File: src/rtl/src_ctrl_pkg.sv
// Shared definitions for the Mini-SRC register-register ALU sequencer.
//   - opcode encodings as seen in IR[31:27]
//   - sequencer state encoding (IDLE, T0..T6)
//   - opcode classification helpers used by the FSM decode
package src_ctrl_pkg;

   localparam logic [4:0] OPC_ADD  = 5'b00000;
   localparam logic [4:0] OPC_SUB  = 5'b00001;
   localparam logic [4:0] OPC_AND  = 5'b00010;
   localparam logic [4:0] OPC_OR   = 5'b00011;
   localparam logic [4:0] OPC_SHR  = 5'b00100;
   localparam logic [4:0] OPC_SHRA = 5'b00101;
   localparam logic [4:0] OPC_SHL  = 5'b00110;
   localparam logic [4:0] OPC_ROR  = 5'b00111;
   localparam logic [4:0] OPC_ROL  = 5'b01000;
   localparam logic [4:0] OPC_MUL  = 5'b01111;
   localparam logic [4:0] OPC_DIV  = 5'b10000;
   localparam logic [4:0] OPC_NEG  = 5'b10001;
   localparam logic [4:0] OPC_NOT  = 5'b10010;

   typedef enum logic [2:0] {
      ST_IDLE,
      ST_T0,
      ST_T1,
      ST_T2,
      ST_T3,
      ST_T4,
      ST_T5,
      ST_T6
   } state_t;

   function automatic logic is_supported(input logic [4:0] opc);
      case (opc)
         OPC_ADD, OPC_SUB, OPC_AND, OPC_OR, OPC_SHR, OPC_SHRA, OPC_SHL,
         OPC_ROR, OPC_ROL, OPC_MUL, OPC_DIV, OPC_NEG, OPC_NOT: is_supported = 1'b1;
         default:                                             is_supported = 1'b0;
      endcase
   endfunction

   // Unary ops take their single operand from Rb; Rc is ignored.
   function automatic logic is_unary(input logic [4:0] opc);
      is_unary = (opc == OPC_NEG) || (opc == OPC_NOT);
   endfunction

   // mul/div produce a 64-bit result that needs the extra HI write-back step.
   function automatic logic is_wide(input logic [4:0] opc);
      is_wide = (opc == OPC_MUL) || (opc == OPC_DIV);
   endfunction

endpackage

File: src/rtl/onehot_decoder.sv
// Index-to-one-hot decoder for register enable vectors.
//   idx  in   IDX_W     register index
//   en   in   1         gate; 0 forces the vector to all zeros
//   vec  out  NUM_REGS  one-hot vector, bit idx set when en=1 and idx < NUM_REGS
module onehot_decoder #(
   parameter int NUM_REGS = 16,
   parameter int IDX_W    = 4
) (
   input  logic [IDX_W-1:0]    idx,
   input  logic                en,
   output logic [NUM_REGS-1:0] vec
);

   always_comb begin
      for (int i = 0; i < NUM_REGS; i++) begin
         vec[i] = en && (idx == IDX_W'(i));
      end
   end

endmodule

File: src/rtl/reg_alu_sequencer.sv
// Hardwired control sequencer for Mini-SRC register-register ALU instructions.
// Fetch T0-T2, execute T3-T5, plus T6 for the HI half of mul/div results.
//   clock        in   1           system clock, rising edge
//   clear        in   1           asynchronous active-low reset
//   start        in   1           begin fetch+execute (sampled in IDLE only)
//   mem_ready    in   1           memory data valid; T1 waits for it
//   ir           in   32          IR contents: opcode[31:27] Ra[26:23] Rb[22:19] Rc[18:15]
//   r_in, r_out  out  NUM_REGS    one-hot register load / bus-drive enables
//   pc_out .. lo_in out 1 each    datapath control strobes
//   alu_control  out  ALU_CTRL_W  ALU operation select
//   busy, done, illegal out 1     status
//
// state | meaning
// IDLE  | waiting for start
// T0    | PC -> MAR, PC+1 -> Z
// T1    | Z -> PC (first cycle only), memory read into MDR until mem_ready
// T2    | MDR -> IR
// T3    | decode IR, Rb -> Y (or flag illegal and abort)
// T4    | Y op Rc (or op Rb for unary) -> Z
// T5    | ZLO -> Ra (or -> LO for mul/div)
// T6    | ZHI -> HI (mul/div only)
module reg_alu_sequencer
   import src_ctrl_pkg::*;
#(
   parameter int NUM_REGS     = 16,
   parameter int REG_IDX_W    = 4,
   parameter int ALU_CTRL_W   = 5,
   parameter int AUTO_REFETCH = 0
) (
   input  logic                  clock,
   input  logic                  clear,
   input  logic                  start,
   input  logic                  mem_ready,
   input  logic [31:0]           ir,
   output logic [NUM_REGS-1:0]   r_in,
   output logic [NUM_REGS-1:0]   r_out,
   output logic                  pc_out,
   output logic                  mar_in,
   output logic                  inc_pc,
   output logic                  pc_in,
   output logic                  read,
   output logic                  mdr_in,
   output logic                  mdr_out,
   output logic                  ir_in,
   output logic                  y_in,
   output logic                  z_in,
   output logic                  zlow_out,
   output logic                  zhigh_out,
   output logic                  hi_in,
   output logic                  lo_in,
   output logic [ALU_CTRL_W-1:0] alu_control,
   output logic                  busy,
   output logic                  done,
   output logic                  illegal
);

   state_t state, state_nxt;

   logic [4:0]           opc_q;
   logic [REG_IDX_W-1:0] ra_q, rb_q, rc_q;
   logic                 t1_first_q;

   logic [4:0]           opc_ir;
   logic [REG_IDX_W-1:0] ra_ir, rb_ir, rc_ir;
   logic                 ir_legal;
   logic                 unused_ir_bits;

   logic                 r_in_en, r_out_en;
   logic [REG_IDX_W-1:0] r_out_idx;

   state_t after_done;

   function automatic logic idx_ok(input logic [REG_IDX_W-1:0] idx);
      idx_ok = 1'b0;
      for (int i = 0; i < NUM_REGS; i++) begin
         if (idx == REG_IDX_W'(i)) idx_ok = 1'b1;
      end
   endfunction

   assign opc_ir = ir[31:27];
   assign ra_ir  = ir[26 -: REG_IDX_W];
   assign rb_ir  = ir[22 -: REG_IDX_W];
   assign rc_ir  = ir[18 -: REG_IDX_W];
   assign unused_ir_bits = ^ir[14:0];

   assign ir_legal = is_supported(opc_ir) && idx_ok(ra_ir) && idx_ok(rb_ir) && idx_ok(rc_ir);

   assign after_done = (AUTO_REFETCH != 0) ? ST_T0 : ST_IDLE;

   always_ff @(posedge clock or negedge clear) begin
      if (!clear) begin
         state      <= ST_IDLE;
         opc_q      <= '0;
         ra_q       <= '0;
         rb_q       <= '0;
         rc_q       <= '0;
         t1_first_q <= 1'b0;
      end else begin
         state      <= state_nxt;
         // Only the T0->T1 transition marks the first T1 cycle, so pc_in
         // fires once no matter how long the memory wait lasts.
         t1_first_q <= (state == ST_T0);
         if (state == ST_T3) begin
            opc_q <= opc_ir;
            ra_q  <= ra_ir;
            rb_q  <= rb_ir;
            rc_q  <= rc_ir;
         end
      end
   end

   always_comb begin
      state_nxt = state;
      case (state)
         ST_IDLE: if (start) state_nxt = ST_T0;
         ST_T0:   state_nxt = ST_T1;
         ST_T1:   if (mem_ready) state_nxt = ST_T2;
         ST_T2:   state_nxt = ST_T3;
         ST_T3:   state_nxt = ir_legal ? ST_T4 : ST_IDLE;
         ST_T4:   state_nxt = ST_T5;
         ST_T5:   state_nxt = is_wide(opc_q) ? ST_T6 : after_done;
         ST_T6:   state_nxt = after_done;
         default: state_nxt = ST_IDLE;
      endcase
   end

   always_comb begin
      pc_out      = 1'b0;
      mar_in      = 1'b0;
      inc_pc      = 1'b0;
      pc_in       = 1'b0;
      read        = 1'b0;
      mdr_in      = 1'b0;
      mdr_out     = 1'b0;
      ir_in       = 1'b0;
      y_in        = 1'b0;
      z_in        = 1'b0;
      zlow_out    = 1'b0;
      zhigh_out   = 1'b0;
      hi_in       = 1'b0;
      lo_in       = 1'b0;
      alu_control = '0;
      done        = 1'b0;
      illegal     = 1'b0;
      r_in_en     = 1'b0;
      r_out_en    = 1'b0;
      r_out_idx   = rb_q;
      busy        = (state != ST_IDLE);
      case (state)
         ST_T0: begin
            pc_out      = 1'b1;
            mar_in      = 1'b1;
            inc_pc      = 1'b1;
            z_in        = 1'b1;
            alu_control = ALU_CTRL_W'(OPC_ADD);
         end
         ST_T1: begin
            zlow_out = 1'b1;
            pc_in    = t1_first_q;
            read     = 1'b1;
            mdr_in   = 1'b1;
         end
         ST_T2: begin
            mdr_out = 1'b1;
            ir_in   = 1'b1;
         end
         ST_T3: begin
            // Fields are not latched yet, so decode straight from IR.
            r_out_idx = rb_ir;
            r_out_en  = ir_legal;
            y_in      = ir_legal;
            illegal   = !ir_legal;
         end
         ST_T4: begin
            alu_control = ALU_CTRL_W'(opc_q);
            z_in        = 1'b1;
            r_out_idx   = is_unary(opc_q) ? rb_q : rc_q;
            r_out_en    = 1'b1;
         end
         ST_T5: begin
            zlow_out = 1'b1;
            if (is_wide(opc_q)) begin
               lo_in = 1'b1;
            end else begin
               r_in_en = 1'b1;
               done    = 1'b1;
            end
         end
         ST_T6: begin
            zhigh_out = 1'b1;
            hi_in     = 1'b1;
            done      = 1'b1;
         end
         default: ;
      endcase
   end

   onehot_decoder #(.NUM_REGS(NUM_REGS), .IDX_W(REG_IDX_W)) u_r_in_dec (
      .idx (ra_q),
      .en  (r_in_en),
      .vec (r_in)
   );

   onehot_decoder #(.NUM_REGS(NUM_REGS), .IDX_W(REG_IDX_W)) u_r_out_dec (
      .idx (r_out_idx),
      .en  (r_out_en),
      .vec (r_out)
   );

endmodule

File: config.mk
export PLATFORM = sky130hd
export DESIGN_NAME = reg_alu_sequencer
export DESIGN_NICKNAME = d
export VERILOG_FILES = /design/src/rtl/src_ctrl_pkg.sv /design/src/rtl/onehot_decoder.sv /design/src/rtl/reg_alu_sequencer.sv
export SDC_FILE = /design/constraint.sdc
export NUM_CORES = 1
export LEC_CHECK = 0
export CORE_MARGIN = 5
export CORE_UTILIZATION = 56
export DETAILED_ROUTE_END_ITERATION = 16
export DONT_BUFFER_PORTS = 1
export PLACE_DENSITY = 0.74
export SLEW_MARGIN = 20
export SYNTH_ARGS = -nofsm -noshare
export SYNTH_HDL_FRONTEND = slang
export SYNTH_SLANG_ARGS = --single-unit
File: constraint.sdc
create_clock -name clock -period 1.75 [get_ports clock]
set_clock_uncertainty 0.05 [all_clocks]
set_input_delay 0.175 -clock clock [delete_from_list [all_inputs] [get_ports clock]]
set_output_delay 0.175 -clock clock [all_outputs]
set_load 0.1 [all_outputs]
==> results of run 1 <==
## per-stage QoR
stage,instance area (um^2),setup TNS [ps],setup slack [ps]
after floorplan,2030,-26930,-1040
after global placement,3240,-9130,-409
## synth_stat cells, drive strengths merged (4+ instances only)
cell    instances  area share
clkbuf          4      0.0099
a21o            4       0.020
nand2          57        0.14
nand2b          5       0.022
or3             4       0.017
o21ai           5       0.019
dfrtp          21        0.35
a21oi           6       0.025
o22ai           4       0.017
nor2           20       0.050
and3            7       0.030
buf            10       0.046
nor3           22       0.073
## kinds of logic after synthesis
kind of cell | Yosys count | synth area share
buffers and inverters | 16 | 0.0614
AO/OA/AOI/OAI | 27 | 0.143
AND/OR/NAND/NOR | 134 | 0.435
flip-flops | 21 | 0.348
XOR/XNOR | 1 | 0.00581
multiplexers | 1 | 0.00746
==> metrics.txt, run 1 <==
top_reg_cell synth dfrtp_1; Port-buffer cells 0; async set-reset flop share out of synthesis 1.00; post-synthesis net count between 200 and 250; EDFF count, synth 0; Syn. warnings 0; chip height a little over 60 um; GP Congestion 0.942; Synth Register Bits 21; post-synthesis cell count 200; Stop stage detailed placement; IO Count 90; Yosys cell types 45; std cell rows 18; syn avg cell area approximately 7.5 um^2; Die Wd slightly above 60 um; Synth Cell Area approximately 1500 um^2; Initial Utilization 0.598; register area share after synthesis 0.348; Err [ERROR DPL-0038] Utilization greater than 100%, impossible to legalize; outcome aborted with a tool error
==> inputs of run 2 (changes only) <==
--- a/config.mk
+++ b/config.mk
@@ -6,10 +6,10 @@
 export NUM_CORES = 1
 export LEC_CHECK = 0
 export CORE_MARGIN = 5
-export CORE_UTILIZATION = 56
+export CORE_UTILIZATION = 40
 export DETAILED_ROUTE_END_ITERATION = 16
 export DONT_BUFFER_PORTS = 1
-export PLACE_DENSITY = 0.74
+export PLACE_DENSITY_LB_ADDON = 0.15
 export SLEW_MARGIN = 20
 export SYNTH_ARGS = -nofsm -noshare
 export SYNTH_HDL_FRONTEND = slang
==> constraint.sdc (replaced) <==
create_clock -name clock -period 2.3 [get_ports clock]
set_clock_uncertainty 0.05 [all_clocks]
set_input_delay 0.23 -clock clock [delete_from_list [all_inputs] [get_ports clock]]
set_output_delay 0.23 -clock clock [all_outputs]
set_load 0.1 [all_outputs]
==> run 2 against run 1 <==
The flow now finishes, with violations (negative setup slack). Area after synthesis unchanged. Synthesized cell count stayed put.
==> metrics.txt, run 2 <==
ranking of synthesized cells by area dfrtp_1 (35%), nand2_1 (14%), nor3_1 (7.3%); Synth top cells by count nand2_1 (57), nor3_1 (22), dfrtp_1 (21), nor2_1 (20); post-synthesis net count 236 (unchanged); Worst IR Drop VDD just under 0.0009 V; max-slew violation count 0; most common cell after layout, fill and taps aside nand2_1; Tot GR Track Use 0.258; core area 3660 um^2; clk slew on worst S/H paths 80 ps; RSZ-0062 raised after global routing true; GR Util met2 0.477; Port-buffer cells 0 (unchanged); period utilization 1.15; Post-DP HPWL ~4.6 mm; clock buffer depth 2; GP Congestion 0.900 (-4.5%); largest net degree at the start of global routing 22; Slew @ Worst Pin 551 ps; Vias 2,006; syn avg cell area 7.54 um^2 (unchanged); CP Cell Sequence clkinvlp_4 -> nor4_4 -> a211o_2 -> o2111ai_4 -> nor3_4 -> buf_12; most used routing layer met2; drt wl/cell 24.1 um; Slew Limit Headroom 0.633; routing usage on met1 0.293; Routed Antenna Nets 0; drt total wl 7.83 mm; GRT overflow 0; first-pass GRT wire length ~10 mm; Die Wd 71.4 um (+15%); Worst Setup Path Type register to output pin; dpl cells 308; design area 3370 um^2; Worst EP required 2020 ps; max FFs per register 5; drc violations 0; Yosys cell types 45 (unchanged); Hold Crit Class input port to register; EDFF count, synth 0 (unchanged); chip height 71.4 um (+15%); antenna violations before repair 0; area share of the largest cell type after synthesis 0.348 (unchanged); die area 5100 um^2; H-Tree Depth 1; setup violators final 31; initial DRC count 216; top_reg_cell synth dfrtp_1; Syn-to-layout area delta 123%; std cell rows 22 (+4); Post-DP Area 3040 um^2; Crit Path Max Fanout 6; Synth Cell Area 1510 um^2 (unchanged); final hold vios 0; Num CTS Buffers 3; Clk Latency, worst-skew pair about 270 ps; Worst Path Arrival around 2400 ps; most common cell in the netlist nand2_1; register area share after synthesis 0.348 (unchanged); final worst setup slack -352 ps; Leak 0.00138 uW; top achievable clock speed 0.377 GHz; Max-Cap Viols 0; hold slack 14.0 ps; Initial Utilization 0.412 (-0.186); startpoint types register; Synth Register Bits 21 (unchanged); Slowest-stage cell, CP dfrtp_1; IO Count 90 (unchanged); root buffer cell clkbuf_8; share of cells above drive strength 1 0.610; dominant cell type by area after synthesis dfrtp_1; clk sinks 21; dpl ws -12.0 ps; Avg Vias per Cell 6.17; Nets around 310; CTS tree yes; vias in the first global route 1,970; 1st-pass router iterations 4; setup tns final -6150 ps; pwr/cell area 1300 nW/um^2; min cycle time layout 2650 ps; critical path's largest stage delay 450 ps; Reg with most FFs opc_q; Worst Setup End Kind output pin; commonest non-fill, non-tap cells in the layout nand2_1 (56), buf_12 (46), buf_4 (30), nor3_4 (22), dfrtp_1 (19); GRT met3 Usage 0.0645; post-synthesis cell count 200 (unchanged); # diodes 0; outcome finished, violations left; async set-reset flop share out of synthesis 1.00 (unchanged); Syn. warnings 0 (unchanged); post-route insts no fill around 330; failing checks negative setup slack
## run 2: power breakdown
group	switching, uW	internal [uW]	leakage [uW]
Clock	132	124	0.0000228
Sequential	280	548	0.000258
Combinational	2250	1050	0.00110
## run 2: cell type report
cell class                      instances  area [um^2]
Multi-Input combinational cell        163         1460
Timing Repair Buffer                   87         1260
Sequential cell                        21          528
Fill cell                             125          292
Tap cell                               48         60.1
Clock buffer                            4         45.0
Inverter                                2         11.3
## run 2: layer usage
layer  up-vias  share of wire
met4         0          0.050
met1       992           0.34
met2       125           0.53
met5         -              0
li1        848              -
met3        41          0.078
## run 2: metrics by stage
step,total power [uW],utilization
floorplan,2860,-
global placement,3490,0.830
detailed placement,3600,0.830
CTS,4040,0.886
global route,4550,0.920
finish,4390,0.920
## run 2: path summary, 6_finish.rpt
path                           from         end  slack (ps)  cells after the start
setup / recovery           state[0]   r_out[12]        -350                      6
hold / removal               ir[31]    opc_q[4]          10                      2
setup reg to reg           opc_q[2]    state[2]         500                      7
hold reg to reg             rc_q[0]     rc_q[0]         460                      2
max in group asynchronous     clear    opc_q[1]        1420                      2
min in group asynchronous     clear  t1_first_q         400                      2
## run 2: logic make-up (layout without fill, tap and decap cells)
kind of cell    Yosys count  after routing  synth area share
simple gates            134            134             0.435
buf+inv                  16             93            0.0614
mux                       1              1           0.00746
compound gates           27             27             0.143
flops                    21             21             0.348
xor+xnor                  1              1           0.00581
## run 2: worst max-delay path: cells and delay by family, from the launching register on
family / cells / cell delay [ps]
simple gates: 2 / 700
buf+inv: 2 / 510
flops: 1 / 450
compound gates: 2 / 430
## run 2: timing repair
item,CTS,global route
hold buffers,1,1
hold endpoints to repair,21,21
setup endpoints to repair,30,32
pin swaps,23,16
buffers inserted,5,6
gates resized for setup,19,16
No activity file was read; power rests on OpenSTA's default activity.
==> inputs of run 3 (changes only) <==
--- a/config.mk
+++ b/config.mk
@@ -5,12 +5,14 @@
 export SDC_FILE = /design/constraint.sdc
 export NUM_CORES = 1
 export LEC_CHECK = 0
-export CORE_MARGIN = 5
-export CORE_UTILIZATION = 40
+export CORE_AREA = 5 5 66 68
 export DETAILED_ROUTE_END_ITERATION = 16
+export DIE_AREA = 0 0 71 73
 export DONT_BUFFER_PORTS = 1
+export HOLD_SLACK_MARGIN = 0.06
 export PLACE_DENSITY_LB_ADDON = 0.15
 export SLEW_MARGIN = 20
 export SYNTH_ARGS = -nofsm -noshare
 export SYNTH_HDL_FRONTEND = slang
+export SYNTH_HIERARCHICAL = 1
 export SYNTH_SLANG_ARGS = --single-unit
==> run 3 against run 2 <==
Flip-flop and latch count stayed put. Core utilization fell by 3.1 points. Global-route usage rose by 0.23 points. Setup slack better by 57 ps. The flow still finishes with violations (negative setup slack). Critical endpoint is now r_in[3]. Area after synthesis decreased by 6.1%.
==> metrics.txt, run 3 <==
outcome finished, violations left; failing checks negative setup slack; Worst Path Arrival 2320 ps (-50 ps); Reg with most FFs opc_q; Synth Register Bits 21 (unchanged); Yosys cell types 35 (-22%); syn avg cell area 7.34 um^2 (-2.7%); final hold vios 0 (unchanged); Syn-to-layout area delta 139%; simple-gate share of the synthesized area 0.443 (+0.00897); initial DRC count 101 (-53%); Worst Setup End Kind output pin; largest family of logic cells by synthesized area simple AND/OR/NAND/NOR gates; IO Count 90 (unchanged); clk slew on worst S/H paths 80 ps (about the same); ranking of synthesized cells by area dfrtp_1 (37%), nand2_1 (16%), nor2_1 (8.7%); post-synthesis cell count 193 (-3.5%); 1st-pass router iterations 4 (unchanged); hold_sp start; Post-Synth Adder-Cell Area 0 (unchanged); largest net degree at the start of global routing 22 (unchanged); Met3 Routed Length 411 um (-33%); Clk Latency, worst-skew pair 260 ps (about the same); drc violations 0 (unchanged); GRT overflow 0 (unchanged); commonest non-fill, non-tap cells in the layout nand2_1 (56), buf_12 (44), buf_4 (38), nor2_4 (28), dfrtp_1 (19); Slew @ Worst Pin 706 ps (+155 ps); std cell rows 23 (+4.5%); top routing layer in use met4; Slew Limit Headroom 0.529 (-0.104); Port-buffer cells 0 (unchanged); DR WL met2 3.75 mm (-9.9%); share of cells above drive strength 1 0.571 (-0.0387); root buffer cell clkbuf_8; Initial Utilization 0.373 (-0.0393); max FFs per register 5 (unchanged); drt wl/cell 19.2 um (-20%); start of the worst register-to-register path opc_q[2]; WL met1 2.35 mm (-12%); dominant cell type by area after synthesis dfrtp_1; GP Congestion 0.844 (-6.2%); # diodes 0 (unchanged); post-synthesis net count 229 (-3.0%); Nets 331 (+5.4%); pwr/cell area 1290 nW/um^2 (-1.2%); Top delay family on crit path simple AND/OR/NAND/NOR gates; Worst EP required 2020 ps (about the same); Routed Antenna Nets 0 (unchanged); dpl ws -49.2 ps (-37.2 ps); chip height 73 um (+2.2%); Crit Path Max Fanout 3 (-3); critical path's largest stage delay 440 ps (about the same); async set-reset flop share out of synthesis 1.00 (unchanged); CP Cell Sequence buf_4 -> and4b_4 -> a22oi_4 -> nor3b_4 -> or3b_4 -> buf_12 -> nor2_4 -> buf_12; H-Tree Depth 1 (unchanged); Synth Area in XOR/XNOR 0.00618 (+0.000379); antenna violations before repair 0 (unchanged); Tot GR Track Use 0.261 (+0.00234); drt total wl 6.60 mm (-16%); first-pass GRT wire length 10.5 mm (+0.39%); clk sinks 21 (unchanged); Hold Crit Class input port to register; RSZ-0062 raised after global routing true; Slowest-stage cell, CP or3b_4; hold slack 389 ps (+375 ps); top_reg_cell synth dfrtp_1; Synth Cell Area 1420 um^2 (-6.1%); most common cell in the netlist nand2_1; setup violators final 32 (+3.2%); dpl cells 305 (-0.97%); Worst Setup SP opc_q[2]; Compound-Gate Fraction of Synth Area 0.107 (-0.0357); most common cell after layout, fill and taps aside nand2_1; post-route insts no fill 344 (+5.8%); die area 5180 um^2 (+1.6%); most used cell along the critical path buf_12; vias in the first global route 1,998 (+1.4%); startpoint types register; Max-Cap Viols 0 (unchanged); clock buffer depth 2 (unchanged); min cycle time layout 2600 ps (-57.1 ps); EDFF count, synth 0 (unchanged); Num CTS Buffers 3 (unchanged); Synth top cells by count nand2_1 (59), nor2_1 (33), dfrtp_1 (21), nor3_1 (7), o22ai_1 (7); Syn. warnings 6 (+6); CTS tree yes; top achievable clock speed 0.385 GHz (+2.2%); period utilization 1.13 (-0.0248); Die Wd 71 um (-0.59%); core area 3800 um^2 (+3.8%); area share of the largest cell type after synthesis 0.371 (+0.0228); Post-DP Area 2930 um^2 (-3.8%); mux cell area share after synthesis 0.00707 (-0.000396); Vias 1,840 (-8.3%); final worst setup slack -295 ps (+57.1 ps); Worst IR Drop VDD 0.000914 V (+2.9%); max-slew violation count 0 (unchanged); Avg Vias per Cell 5.35 (-13%); Worst Setup Path Type register to output pin; setup tns final -6080 ps (+62.9 ps); register area share after synthesis 0.371 (+0.0228); crit path buf inv count 3 (+1); Leak 0.00142 uW (+2.9%); Post-DP HPWL 4.49 mm (-1.8%); design area 3380 um^2 (+0.30%)
[run 3: cell count changes after synthesis, moves of 2 or more]
cell and change:
a21o_1 -2, nor3_2 +3, o2111ai_2 -2, a21oi_2 -2, o22ai_1 +3, and3_1 -2
nand2_1 +2, nor3_1 -15, buf_2 +3, clkbuf_1 -2, inv_1 +2, nor2_1 +13
nand2b_1 +2, o21ai_0 -2
[run 3: repair_timing]
action	CTS	global route
gates resized for setup	17	4
buffers inserted	6	10
pin swaps	17	16
hold buffers	16	3
endpoints found under the hold margin	36	23
setup endpoints to repair	32	32
[run 3: final cells by class]
| class | instances | area (um^2) |
|---|---|---|
| tap | 50 | 62.6 |
| timing repair buffer | 110 | 1450 |
| fill | 164 | 419 |
| sequential | 21 | 528 |
| inverter | 4 | 15.0 |
| multi-input combinational | 155 | 1280 |
| clock buffer | 4 | 45.0 |
[run 3: stage by stage]
| stage | utilization | power (uW) |
|---|---|---|
| 6_report | 0.890 | 4350 |
| 5_1_grt | 0.890 | 4540 |
| 4_1_cts | 0.860 | 4140 |
| 3_5_place_dp | 0.770 | 3660 |
| 3_3_place_gp | 0.770 | 3530 |
| 2_1_floorplan | - | 2910 |
[run 3: logic make-up (layout without fill, tap and decap cells)]
| family | after synthesis | after routing |
|---|---|---|
| multiplexers | 1 | 1 |
| AND/OR/NAND/NOR | 132 | 132 |
| XOR/XNOR | 1 | 1 |
| flip-flops | 21 | 21 |
| buffers and inverters | 17 | 118 |
| AO/OA/AOI/OAI | 21 | 21 |
[run 3: worst paths after layout]
check	end	slack [ps]	cells after the start
max in group asynchronous	opc_q[0]	1420	2
hold reg to reg	rc_q[2]	470	2
setup / recovery	r_in[3]	-300	8
hold / removal	state[0]	390	3
min in group asynchronous	state[1]	410	2
setup reg to reg	state[2]	530	7
[run 3: worst reg2reg max path: cells and delay by family (launching register included)]
| kind | cells | cell delay, ps |
|---|---|---|
| flip-flops | 1 | 420 |
| buffers and inverters | 3 | 400 |
| AND/OR/NAND/NOR | 3 | 590 |
| AO/OA/AOI/OAI | 1 | 180 |
[run 3: power breakdown]
| group | leakage, uW | switching (uW) | internal, uW | total, uW |
|---|---|---|---|---|
| combinational | 0.00114 | 2180 | 1090 | 3270 |
| clock | 0.0000228 | 132 | 124 | 256 |
| sequential | 0.000258 | 270 | 552 | 822 |
| total | 0.00142 | 2580 | 1770 | 4350 |
[run 3: layer usage]
metal / global-route usage / vias up
li1: - / 835
met1: 0.285 / 907
met2: 0.497 / 85
met3: 0.0620 / 13
met4: 0.0772 / 0
met5: 0 / -
==> inputs of run 4 (changes only) <==
--- a/config.mk
+++ b/config.mk
@@ -6,6 +6,8 @@
 export NUM_CORES = 1
 export LEC_CHECK = 0
 export CORE_AREA = 5 5 66 68
+export CTS_BUF_LIST = sky130_fd_sc_hd__clkbuf_4
+export CTS_CLUSTER_DIAMETER = 80
 export DETAILED_ROUTE_END_ITERATION = 16
 export DIE_AREA = 0 0 71 73
 export DONT_BUFFER_PORTS = 1
==> run 4 against run 3 <==
The run still ends with negative setup slack left. Flip-flop and latch count stayed put. Register-to-register slack got worse by 60 ps. Design area up 0.19%. Sequential power up 2%. Die area did not move. Clock-buffer cell count unchanged. Core utilization is 0.16 points higher. Maximum frequency down 3.4%. Clock power decreased by 18%. Critical endpoint is now r_out[11].
==> metrics.txt, run 4 (synthesized netlist as in run 3, its figures left out) <==
GP Congestion 0.844 (unchanged); Hold Crit Class input port to register; crit path buf inv count 4 (+1); clk sinks 21 (unchanged); critical path's largest stage delay 450 ps (about the same); Worst Path Arrival 2410 ps (+90 ps); min cycle time layout 2690 ps (+92.2 ps); CTS tree yes; Worst Setup Path Type register to output pin; first-pass GRT wire length 10.7 mm (+2.0%); top routing layer in use met4; Worst EP required 2020 ps (about the same); Worst IR Drop VDD 0.000880 V (-3.7%); area occupied by multi-input gates 1290 um^2 (+0.78%); drt wl/cell 21.4 um (+12%); Clk Latency, worst-skew pair 320 ps (+60 ps); max FFs per register 5 (unchanged); Post-DP HPWL 4.49 mm (unchanged); Nets 329 (-0.60%); Initial Utilization 0.373 (unchanged); initial DRC count 147 (+46%); setup violators final 32 (unchanged); FF+latch area 528 um^2 (unchanged); Syn-to-layout area delta 139%; WHS Path Cells 4 (+1); dpl cells 305 (unchanged); Die Wd 71 um (unchanged); max-slew violation count 0 (unchanged); CP Cell Sequence nor3b_4 -> nand2_2 -> buf_6 -> o21ai_2 -> o2bb2ai_2 -> buf_6 -> nand3b_1 -> buf_6 -> nor2_4 -> buf_12; final worst setup slack -387 ps (-92.3 ps); outcome finished, violations left; r2r worst-path depth 5 (-2); IO Count 90 (unchanged); Slew @ Worst Pin 971 ps (+265 ps); Slew Limit Headroom 0.350 (-0.178); std cell rows 23 (unchanged); Worst Setup End Kind output pin; most common cell after layout, fill and taps aside nand2_1; hold_sp ir[29]; drt total wl 7.31 mm (+11%); Routed Antenna Nets 0 (unchanged); WHS Endpoint state[0]; most used cell along the critical path buf_6; failing checks negative setup slack; H-Tree Depth 1 (unchanged); Num CTS Buffers 3 (unchanged); 1st-pass router iterations 6 (+2); DR WL met2 3.91 mm (+4.3%); root buffer cell clkbuf_4; startpoint types register; clk slew on worst S/H paths 130 ps (+50 ps); RSZ-0062 raised after global routing true; dpl ws -49.2 ps (unchanged); commonest non-fill, non-tap cells in the layout nand2_1 (56), buf_12 (45), buf_4 (33), nor2_4 (28), dfrtp_1 (19); Reg with most FFs opc_q; post-route insts no fill 342 (-0.58%); top achievable clock speed 0.372 GHz (-3.4%); share of cells above drive strength 1 0.568 (-0.00294); drc violations 0 (unchanged); Vias 1,940 (+5.4%); final hold vios 0 (unchanged); vias in the first global route 2,046 (+2.4%); Max-Cap Viols 0 (unchanged); largest net degree at the start of global routing 22 (unchanged); die area 5180 um^2 (unchanged); Top delay family on crit path simple AND/OR/NAND/NOR gates; fill count 166 (+1.2%); chip height 73 um (unchanged); Met3 Routed Length 472 um (+15%); pwr/cell area 1290 nW/um^2 (about the same); start of the worst register-to-register path state[1]; hold slack 306 ps (-83.4 ps); core area 3800 um^2 (unchanged); Final Util 0.891 (+0.00165); setup tns final -8730 ps (-2650 ps); # diodes 0 (unchanged); Avg Vias per Cell 5.67 (+6.1%); RR Endpoint rb_q[1]; antenna violations before repair 0 (unchanged); WL met1 2.64 mm (+13%); Slowest-stage cell, CP dfrtp_1; Leak 0.00143 uW (+0.13%); period utilization 1.17 (+0.0401); Port-buffer cells 0 (unchanged); Crit Path Max Fanout 4 (+1); GRT overflow 0 (unchanged); Tot GR Track Use 0.267 (+0.00632); FF-to-FF setup slack 470 ps (-60 ps); clock buffer depth 2 (unchanged)
run 4: cell count changes in the layout (fill, tap and decap cells not counted), moves of 2 or more:
| cell | change |
|---|---|
| clkbuf_4 | +4 |
| clkbuf_8 | -3 |
| buf_6 | +3 |
| buf_4 | -5 |
| nor2b_2 | -2 |
run 4: worst reg2reg max path, delay by kind of cell, from the launching register on:
kind | cells | cell delay [ps]
and+or+nand+nor | 4 | 1080
DFF | 1 | 470
buffers and inverters | 1 | 180
run 4: repair_timing:
item                                    CTS  global route
hold buffers                             18             0
pin swaps                                17            15
buffers inserted                          6             9
endpoints found under the setup margin   32            32
endpoints found under the hold margin    38             0
gates resized for setup                  16             9
run 4: power breakdown:
part           switching, uW  leakage (uW)  internal [uW]
sequential               287      0.000258            550
combinational           2220       0.00115           1080
clock                    130     0.0000184           79.8
total                   2640       0.00143           1710
run 4: how the worst max path moves through the flow:
| stage | from | end | slack (ps) | cells after the start |
|---|---|---|---|---|
| 3_5_place_dp | opc_q[2] | r_out[4] | -50 | 9 |
| 4_1_cts | opc_q[4] | r_in[3] | -300 | 8 |
| 2_1_floorplan | state[1] | r_out[8] | -370 | 7 |
| 5_1_grt | opc_q[2] | r_out[11] | -450 | 10 |
| 3_3_place_gp | opc_q[2] | r_out[4] | 50 | 9 |
| 6_report | opc_q[2] | r_out[11] | -390 | 10 |
run 4: stage by stage:
stage	cell area [um^2]	power, uW
final	3390	4350
after global routing	3390	4530
after CTS	3270	4080
after detailed placement	2930	3660
after global placement	2930	3530
after floorplan	1820	2910
run 4: final cells by class:
cell class	count	share of cell area
timing repair buffer	108	0.432
multi-input combinational	155	0.380
sequential	21	0.156
tap	50	0.0185
clock buffer	4	0.00887
inverter	4	0.00443
run 4: layer usage:
layer	vias up	track usage
li1	836	-
met1	954	0.288
met2	118	0.514
met3	32	0.0537
met4	0	0.0960
met5	-	0
